`config.mk`:
```
export PLATFORM = sky130hd
export DESIGN_NAME = cache_control_nway_flat
export DESIGN_NICKNAME = d
export VERILOG_FILES = /design/src/rtl/cache_control_nway_if.sv /design/src/rtl/cache_control_nway.sv /design/src/flat_wrapper.sv
export SDC_FILE = /design/constraint.sdc
export NUM_CORES = 1
export LEC_CHECK = 0
export CAP_MARGIN = 20
export CORE_ASPECT_RATIO = 1.4
export CORE_MARGIN = 10
export CORE_UTILIZATION = 38
export CTS_CLUSTER_DIAMETER = 40
export DETAILED_ROUTE_END_ITERATION = 10
export GPL_TIMING_DRIVEN = 0
export PLACE_DENSITY = 0.82
export SYNTH_ARGS = -nofsm -noshare
export SYNTH_HDL_FRONTEND = slang
export SYNTH_SLANG_ARGS = --single-unit
```
`constraint.sdc`:
```
create_clock -name clk -period 2.48 [get_ports clk]
set_input_delay 0.496 -clock clk [delete_from_list [all_inputs] [get_ports clk]]
set_output_delay 0.496 -clock clk [all_outputs]
set_load 0.01 [all_outputs]
```
`src/rtl/cache_control_nway_if.sv`:
```
// Handshake and array-control bundle between the N-way cache controller and its
// CPU, datapath and physical-memory neighbours. The controller attaches as master.
interface cache_control_nway_if #(
  parameter int unsigned WAYS = 4
);
  localparam int unsigned WB = $clog2(WAYS);

  logic            mem_read;
  logic            mem_write;
  logic            mem_resp;
  logic [WAYS-1:0] hit_vec;
  logic [WAYS-1:0] valid_vec;
  logic [WAYS-1:0] dirty_vec;
  logic [WAYS-2:0] plru_in;
  logic [WAYS-2:0] plru_out;
  logic            ld_plru;
  logic [WAYS-1:0] ld_data;
  logic [WAYS-1:0] ld_tag;
  logic [WAYS-1:0] ld_valid;
  logic [WAYS-1:0] ld_dirty;
  logic            dirty_in;
  logic            data_sel;
  logic [WB-1:0]   way_sel;
  logic            addr_sel;
  logic            pmem_read;
  logic            pmem_write;
  logic            pmem_resp;

  modport master (
    input  mem_read, mem_write, hit_vec, valid_vec, dirty_vec, plru_in, pmem_resp,
    output mem_resp, plru_out, ld_plru, ld_data, ld_tag, ld_valid, ld_dirty, dirty_in,
           data_sel, way_sel, addr_sel, pmem_read, pmem_write
  );

  modport slave (
    output mem_read, mem_write, hit_vec, valid_vec, dirty_vec, plru_in, pmem_resp,
    input  mem_resp, plru_out, ld_plru, ld_data, ld_tag, ld_valid, ld_dirty, dirty_in,
           data_sel, way_sel, addr_sel, pmem_read, pmem_write
  );
endinterface

```
`src/rtl/cache_control_nway.sv`:
```
// N-way set-associative write-back/write-allocate cache controller with tree PLRU
// replacement; the victim way is latched at miss time and held until the response.
module cache_control_nway #(
  parameter int unsigned WAYS = 4
) (
  input logic                  clk,
  input logic                  rst_n,
  cache_control_nway_if.master bus
);
  localparam int unsigned WB = $clog2(WAYS);

  typedef enum logic [1:0] {StIdle, StWback, StFill, StResp} state_e;

  state_e        state_q, state_d;
  logic [WB-1:0] victim_q, victim_d;

  // Walk from the root following the stored bits; each bit becomes one way-index bit.
  function automatic logic [WB-1:0] plru_pick(input logic [WAYS-2:0] tree);
    logic [WB-1:0] node;
    logic [WB-1:0] way;
    logic          b;
    node = '0;
    way  = '0;
    for (int lvl = 0; lvl < int'(WB); lvl++) begin
      b    = tree[node];
      way  = WB'({way, b});
      node = WB'(2 * node + 1 + b);
    end
    return way;
  endfunction

  // Point every node on the accessed way's path away from that way.
  function automatic logic [WAYS-2:0] plru_touch(input logic [WAYS-2:0] tree,
                                                 input logic [WB-1:0]   way);
    logic [WAYS-2:0] t;
    logic [WB-1:0]   node;
    logic [WB-1:0]   w;
    logic            b;
    t    = tree;
    node = '0;
    w    = way;
    for (int lvl = 0; lvl < int'(WB); lvl++) begin
      b       = w[WB-1];
      t[node] = ~b;
      node    = WB'(2 * node + 1 + b);
      w       = w << 1;
    end
    return t;
  endfunction

  function automatic logic [WB-1:0] lowest_set(input logic [WAYS-1:0] v);
    logic [WB-1:0] idx;
    idx = '0;
    for (int i = int'(WAYS) - 1; i >= 0; i--) begin
      if (v[i]) idx = WB'(i);
    end
    return idx;
  endfunction

  logic            req;
  logic            hit;
  logic [WB-1:0]   hit_way;
  logic [WB-1:0]   cand;
  logic [WAYS-1:0] hit_oh;
  logic [WAYS-1:0] vic_oh;
  logic [WAYS-2:0] plru_hit;
  logic [WAYS-2:0] plru_vic;

  assign req      = bus.mem_read | bus.mem_write;
  assign hit      = |bus.hit_vec;
  assign hit_way  = lowest_set(bus.hit_vec);
  assign cand     = (&bus.valid_vec) ? plru_pick(bus.plru_in) : lowest_set(~bus.valid_vec);
  assign hit_oh   = WAYS'(1) << hit_way;
  assign vic_oh   = WAYS'(1) << victim_q;
  assign plru_hit = plru_touch(bus.plru_in, hit_way);
  assign plru_vic = plru_touch(bus.plru_in, victim_q);

  always_comb begin
    state_d        = state_q;
    victim_d       = victim_q;
    bus.mem_resp   = 1'b0;
    bus.plru_out   = '0;
    bus.ld_plru    = 1'b0;
    bus.ld_data    = '0;
    bus.ld_tag     = '0;
    bus.ld_valid   = '0;
    bus.ld_dirty   = '0;
    bus.dirty_in   = 1'b0;
    bus.data_sel   = 1'b0;
    bus.way_sel    = '0;
    bus.addr_sel   = 1'b0;
    bus.pmem_read  = 1'b0;
    bus.pmem_write = 1'b0;

    unique case (state_q)
      StIdle: begin
        if (req && hit) begin
          bus.mem_resp = 1'b1;
          bus.way_sel  = hit_way;
          bus.ld_plru  = 1'b1;
          bus.plru_out = plru_hit;
          if (bus.mem_write) begin
            bus.ld_data  = hit_oh;
            bus.ld_dirty = hit_oh;
            bus.dirty_in = 1'b1;
          end
        end else if (req) begin
          victim_d = cand;
          state_d  = (bus.valid_vec[cand] && bus.dirty_vec[cand]) ? StWback : StFill;
        end
      end
      StWback: begin
        bus.pmem_write = 1'b1;
        bus.addr_sel   = 1'b1;
        bus.way_sel    = victim_q;
        if (bus.pmem_resp) begin
          bus.ld_dirty = vic_oh;
          state_d      = StFill;
        end
      end
      StFill: begin
        bus.pmem_read = 1'b1;
        bus.data_sel  = 1'b1;
        if (bus.pmem_resp) begin
          bus.ld_data  = vic_oh;
          bus.ld_tag   = vic_oh;
          bus.ld_valid = vic_oh;
          bus.ld_dirty = vic_oh;
          state_d      = StResp;
        end
      end
      StResp: begin
        if (req) begin
          bus.mem_resp = 1'b1;
          bus.way_sel  = victim_q;
          bus.ld_plru  = 1'b1;
          bus.plru_out = plru_vic;
          if (bus.mem_write) begin
            bus.ld_data  = vic_oh;
            bus.ld_dirty = vic_oh;
            bus.dirty_in = 1'b1;
          end
        end
        state_d = StIdle;
      end
      default: state_d = StIdle;
    endcase

    // Outputs are forced quiet while reset is held, even against a live hit.
    if (!rst_n) begin
      bus.mem_resp   = 1'b0;
      bus.plru_out   = '0;
      bus.ld_plru    = 1'b0;
      bus.ld_data    = '0;
      bus.ld_tag     = '0;
      bus.ld_valid   = '0;
      bus.ld_dirty   = '0;
      bus.dirty_in   = 1'b0;
      bus.data_sel   = 1'b0;
      bus.way_sel    = '0;
      bus.addr_sel   = 1'b0;
      bus.pmem_read  = 1'b0;
      bus.pmem_write = 1'b0;
    end
  end

  always_ff @(posedge clk or negedge rst_n) begin
    if (!rst_n) begin
      state_q  <= StIdle;
      victim_q <= '0;
    end else begin
      state_q  <= state_d;
      victim_q <= victim_d;
    end
  end

endmodule

```
`src/flat_wrapper.sv`:
```
// flat-port wrapper written by rule: the top's interface ports become plain ports
module cache_control_nway_flat 
#(
  parameter int unsigned WAYS = 4
)
  (clk, rst_n, bus_mem_read, bus_mem_write, bus_hit_vec, bus_valid_vec, bus_dirty_vec, bus_plru_in, bus_pmem_resp, bus_mem_resp, bus_plru_out, bus_ld_plru, bus_ld_data, bus_ld_tag, bus_ld_valid, bus_ld_dirty, bus_dirty_in, bus_data_sel, bus_way_sel, bus_addr_sel, bus_pmem_read, bus_pmem_write);
  cache_control_nway_if #(.WAYS(WAYS)) bus_i ();
  input logic clk;
  input logic rst_n;
  input wire logic [$bits(bus_i.mem_read)-1:0] bus_mem_read;
  input wire logic [$bits(bus_i.mem_write)-1:0] bus_mem_write;
  input wire logic [$bits(bus_i.hit_vec)-1:0] bus_hit_vec;
  input wire logic [$bits(bus_i.valid_vec)-1:0] bus_valid_vec;
  input wire logic [$bits(bus_i.dirty_vec)-1:0] bus_dirty_vec;
  input wire logic [$bits(bus_i.plru_in)-1:0] bus_plru_in;
  input wire logic [$bits(bus_i.pmem_resp)-1:0] bus_pmem_resp;
  output wire logic [$bits(bus_i.mem_resp)-1:0] bus_mem_resp;
  output wire logic [$bits(bus_i.plru_out)-1:0] bus_plru_out;
  output wire logic [$bits(bus_i.ld_plru)-1:0] bus_ld_plru;
  output wire logic [$bits(bus_i.ld_data)-1:0] bus_ld_data;
  output wire logic [$bits(bus_i.ld_tag)-1:0] bus_ld_tag;
  output wire logic [$bits(bus_i.ld_valid)-1:0] bus_ld_valid;
  output wire logic [$bits(bus_i.ld_dirty)-1:0] bus_ld_dirty;
  output wire logic [$bits(bus_i.dirty_in)-1:0] bus_dirty_in;
  output wire logic [$bits(bus_i.data_sel)-1:0] bus_data_sel;
  output wire logic [$bits(bus_i.way_sel)-1:0] bus_way_sel;
  output wire logic [$bits(bus_i.addr_sel)-1:0] bus_addr_sel;
  output wire logic [$bits(bus_i.pmem_read)-1:0] bus_pmem_read;
  output wire logic [$bits(bus_i.pmem_write)-1:0] bus_pmem_write;
  assign bus_i.mem_read = bus_mem_read;
  assign bus_i.mem_write = bus_mem_write;
  assign bus_i.hit_vec = bus_hit_vec;
  assign bus_i.valid_vec = bus_valid_vec;
  assign bus_i.dirty_vec = bus_dirty_vec;
  assign bus_i.plru_in = bus_plru_in;
  assign bus_i.pmem_resp = bus_pmem_resp;
  assign bus_mem_resp = bus_i.mem_resp;
  assign bus_plru_out = bus_i.plru_out;
  assign bus_ld_plru = bus_i.ld_plru;
  assign bus_ld_data = bus_i.ld_data;
  assign bus_ld_tag = bus_i.ld_tag;
  assign bus_ld_valid = bus_i.ld_valid;
  assign bus_ld_dirty = bus_i.ld_dirty;
  assign bus_dirty_in = bus_i.dirty_in;
  assign bus_data_sel = bus_i.data_sel;
  assign bus_way_sel = bus_i.way_sel;
  assign bus_addr_sel = bus_i.addr_sel;
  assign bus_pmem_read = bus_i.pmem_read;
  assign bus_pmem_write = bus_i.pmem_write;
  cache_control_nway #(.WAYS(WAYS)) u_core (.clk(clk), .rst_n(rst_n), .bus(bus_i));
endmodule
```
==> run summary <==
cell chosen for the clock root -> clkbuf_4
Synth Cell Area -> 855 um2
CTS buffer count -> 3
reg2reg start -> u_core.state_q[0]$_DFFE_PN0P_
Setup Viol. Count Final -> 0
Remaining DRCs -> 0
Yosys top cell by area -> dfrtp_1
Crit. End Element -> output pin
WL final -> 3320 um
Final Cycle Share -> 0.976
post-synth top area share -> 0.117
LEAKAGE -> 0.741 nW
Crit path required time -> 1980 ps
crit-path max FO -> 5
Die Area -> 4570 um2
maximum VDD drop -> 567 uV
layout cells sized above 1 -> 0.331
crit path kind -> input pin to output pin
Slew Viols, Final -> 0
vias per inst -> 5.69
PortBufs -> 47
maximum clock insertion buffer count -> 2
Post-synth EDFFs -> 0
FFs w/ async S/R, synth -> 1.00
power density cells -> 784 nW/um2
drt wl/cell -> 17.4 um
initial antenna violation count -> 0
DIE WIDTH -> 60.1 um
Mapped Cells -> 114
largest net degree at the start of global routing -> 15
CTS Hold Buffers Added -> 0
max incr delay on CP -> 550 ps
Avg Inst Size Synth -> 7.50 um2
Worst-Margin Slew -> 379 ps
dominant cells by area after synthesis -> dfrtp_1, ha_1, nand2b_1, buf_4, o21ai_0
clk sink count -> 4
hpwl dp -> 2630 um
vias in the first global route -> 1083
CP Cell Sequence -> clkdlybuf4s15_2, or4_4, buf_4, o211a_1, dlygate4sd2_1
post-route cell area -> 1460 um2
htree depth -> 1
Antenna Nets Post-Route -> 0
Area growth syn-to-layout -> 71.2%
FF+latch count, synth -> 4
r2r setup slk -> 620 ps
n_diodes -> 0
status -> completed
vias post-DR -> 1086
library cells used by synthesis -> 41
Die Span Y -> 76.1 um
ys flop type -> dfrtp_1
Hold Path Class -> input pin to async pin
Ports -> 48
Final min period -> 2420 ps
gr usage total -> 0.137
max_cap viols -> 0
most frequent cell after synthesis -> nor2_1
CP startpoint -> bus_hit_vec[2]
CTS clk-pin slew, worst paths -> 40 ps
DR pass1 iterations -> 4
initial cell density of the core -> 0.397
Post-Place Cell Area -> 1350 um2
syn_nets -> 141
Worst Reg-to-Reg Cells -> 6
Fin Clk Skew -> 7.59 ps
Final nets -> 198
Hold Fails Final Rpt -> 0
total core area -> 2150 um2
Clk Latency, worst-skew pair -> 240 ps
post-layout util -> 0.680
synth warn -> 0
Pwr Total -> 1.15 mW
post-synthesis sequential area ratio -> 0.117
RSZ-0062 raised after global routing -> no
Rel. slew slack -> 0.747
Crit Reg-Reg Endpoint -> u_core.state_q[1]$_DFFE_PN0P_
total gr overflow -> 0
startpoint type of the worst setup path -> input pin
TritonCTS clock tree -> yes
Achievable Freq -> 413 MHz
Synth top cells by count -> nor2_1, o21ai_0, nand2b_1
First DRT Iteration DRCs -> 63
Arr. time, crit path -> 1920 ps
Site Rows -> 20
first-pass GRT wire length -> 5170 um
Slowest-stage cell, CP -> or4_4
Fin Hold WS -> 216 ps
Final GP Congestion -> 0.869
==> sequential cells by signal (all words and copies together), names as in the netlist <==
name and cells:
u_core.state_q 2, u_core.victim_q 2
==> cells by family (layout without fill, tap and decap cells) <==
logic type	after synthesis	count (layout)	synth area share
AND/OR/NAND/NOR	48	48	0.318
AO/OA/AOI/OAI	35	35	0.277
buffers and inverters	15	70	0.105
adder cells (fa/ha/maj)	7	7	0.102
multiplexers	5	5	0.0805
flip-flops	4	4	0.117
==> layout by cell type (no fill, tap or decap), types with 4 or more instances in the layout <==
cell,instances
clkdlybuf4s50_1,15
buf_4,16
dlymetal6s2s_1,5
clkbuf_2,5
and2_1,4
nor2_1,10
a21oi_1,7
o21ai_0,8
dlygate4sd2_1,17
nand2b_1,9
==> layer usage <==
layer | GRT usage | vias up | part of all wire
li1 | - | 518 | -
met1 | 0.136 | 512 | 0.38
met2 | 0.250 | 48 | 0.52
met3 | 0.0450 | 8 | 0.085
met4 | 0.0428 | 0 | 0.020
met5 | 0 | - | 0
==> area by class of cell <==
type                    instances  area, um2
plain buffers                  10       75.1
flip-flops and latches          4        103
multi-input cells              95        731
clock buffers                   3       22.5
fillers                       204        689
inverters                       3       16.3
well taps                      22       27.5
repair buffers                 54        488
==> where the power goes <==
part	internal (mW)	switching, mW	total (mW)
Combinational	0.475	0.459	0.934
Sequential	0.0968	0.0311	0.128
Clock	0.0544	0.0304	0.0848
==> worst max-delay path by stage <==
stage                                  to  slack, ps  depth (start not counted)
after floorplan            bus_way_sel[0]        190                          6
after global placement    bus_ld_dirty[3]       -590                          7
after detailed placement  bus_ld_dirty[2]       -630                          7
after CTS                 bus_ld_valid[3]        -50                          7
after global routing         bus_dirty_in         20                          5
final                        bus_dirty_in         60                          5
==> worst max-delay path, delay by kind of cell <==
| family | cells | cell delay (ps) |
|---|---|---|
| AO/OA/AOI/OAI | 1 | 200 |
| AND/OR/NAND/NOR | 1 | 550 |
| buffers and inverters | 3 | 670 |
==> through the flow <==
stage	setup slack (ps)	TNS (ps)	std cells
finish	59.2	0	191
detailed placement	-627	-11590	183
global route	20.1	0	191
CTS	-47.6	-50.3	186
global placement	-588	-10830	183
floorplan	188	0	114
==> repair_timing <==
item / in CTS / in global routing
pin swaps: 1 / 1
gates resized for setup: 54 / 22
setup buffers: 2 / 5
setup endpoints to repair: 28 / 11
hold endpoints to repair: 0 / 0
Note: power is estimated with default switching activity, not from simulation.
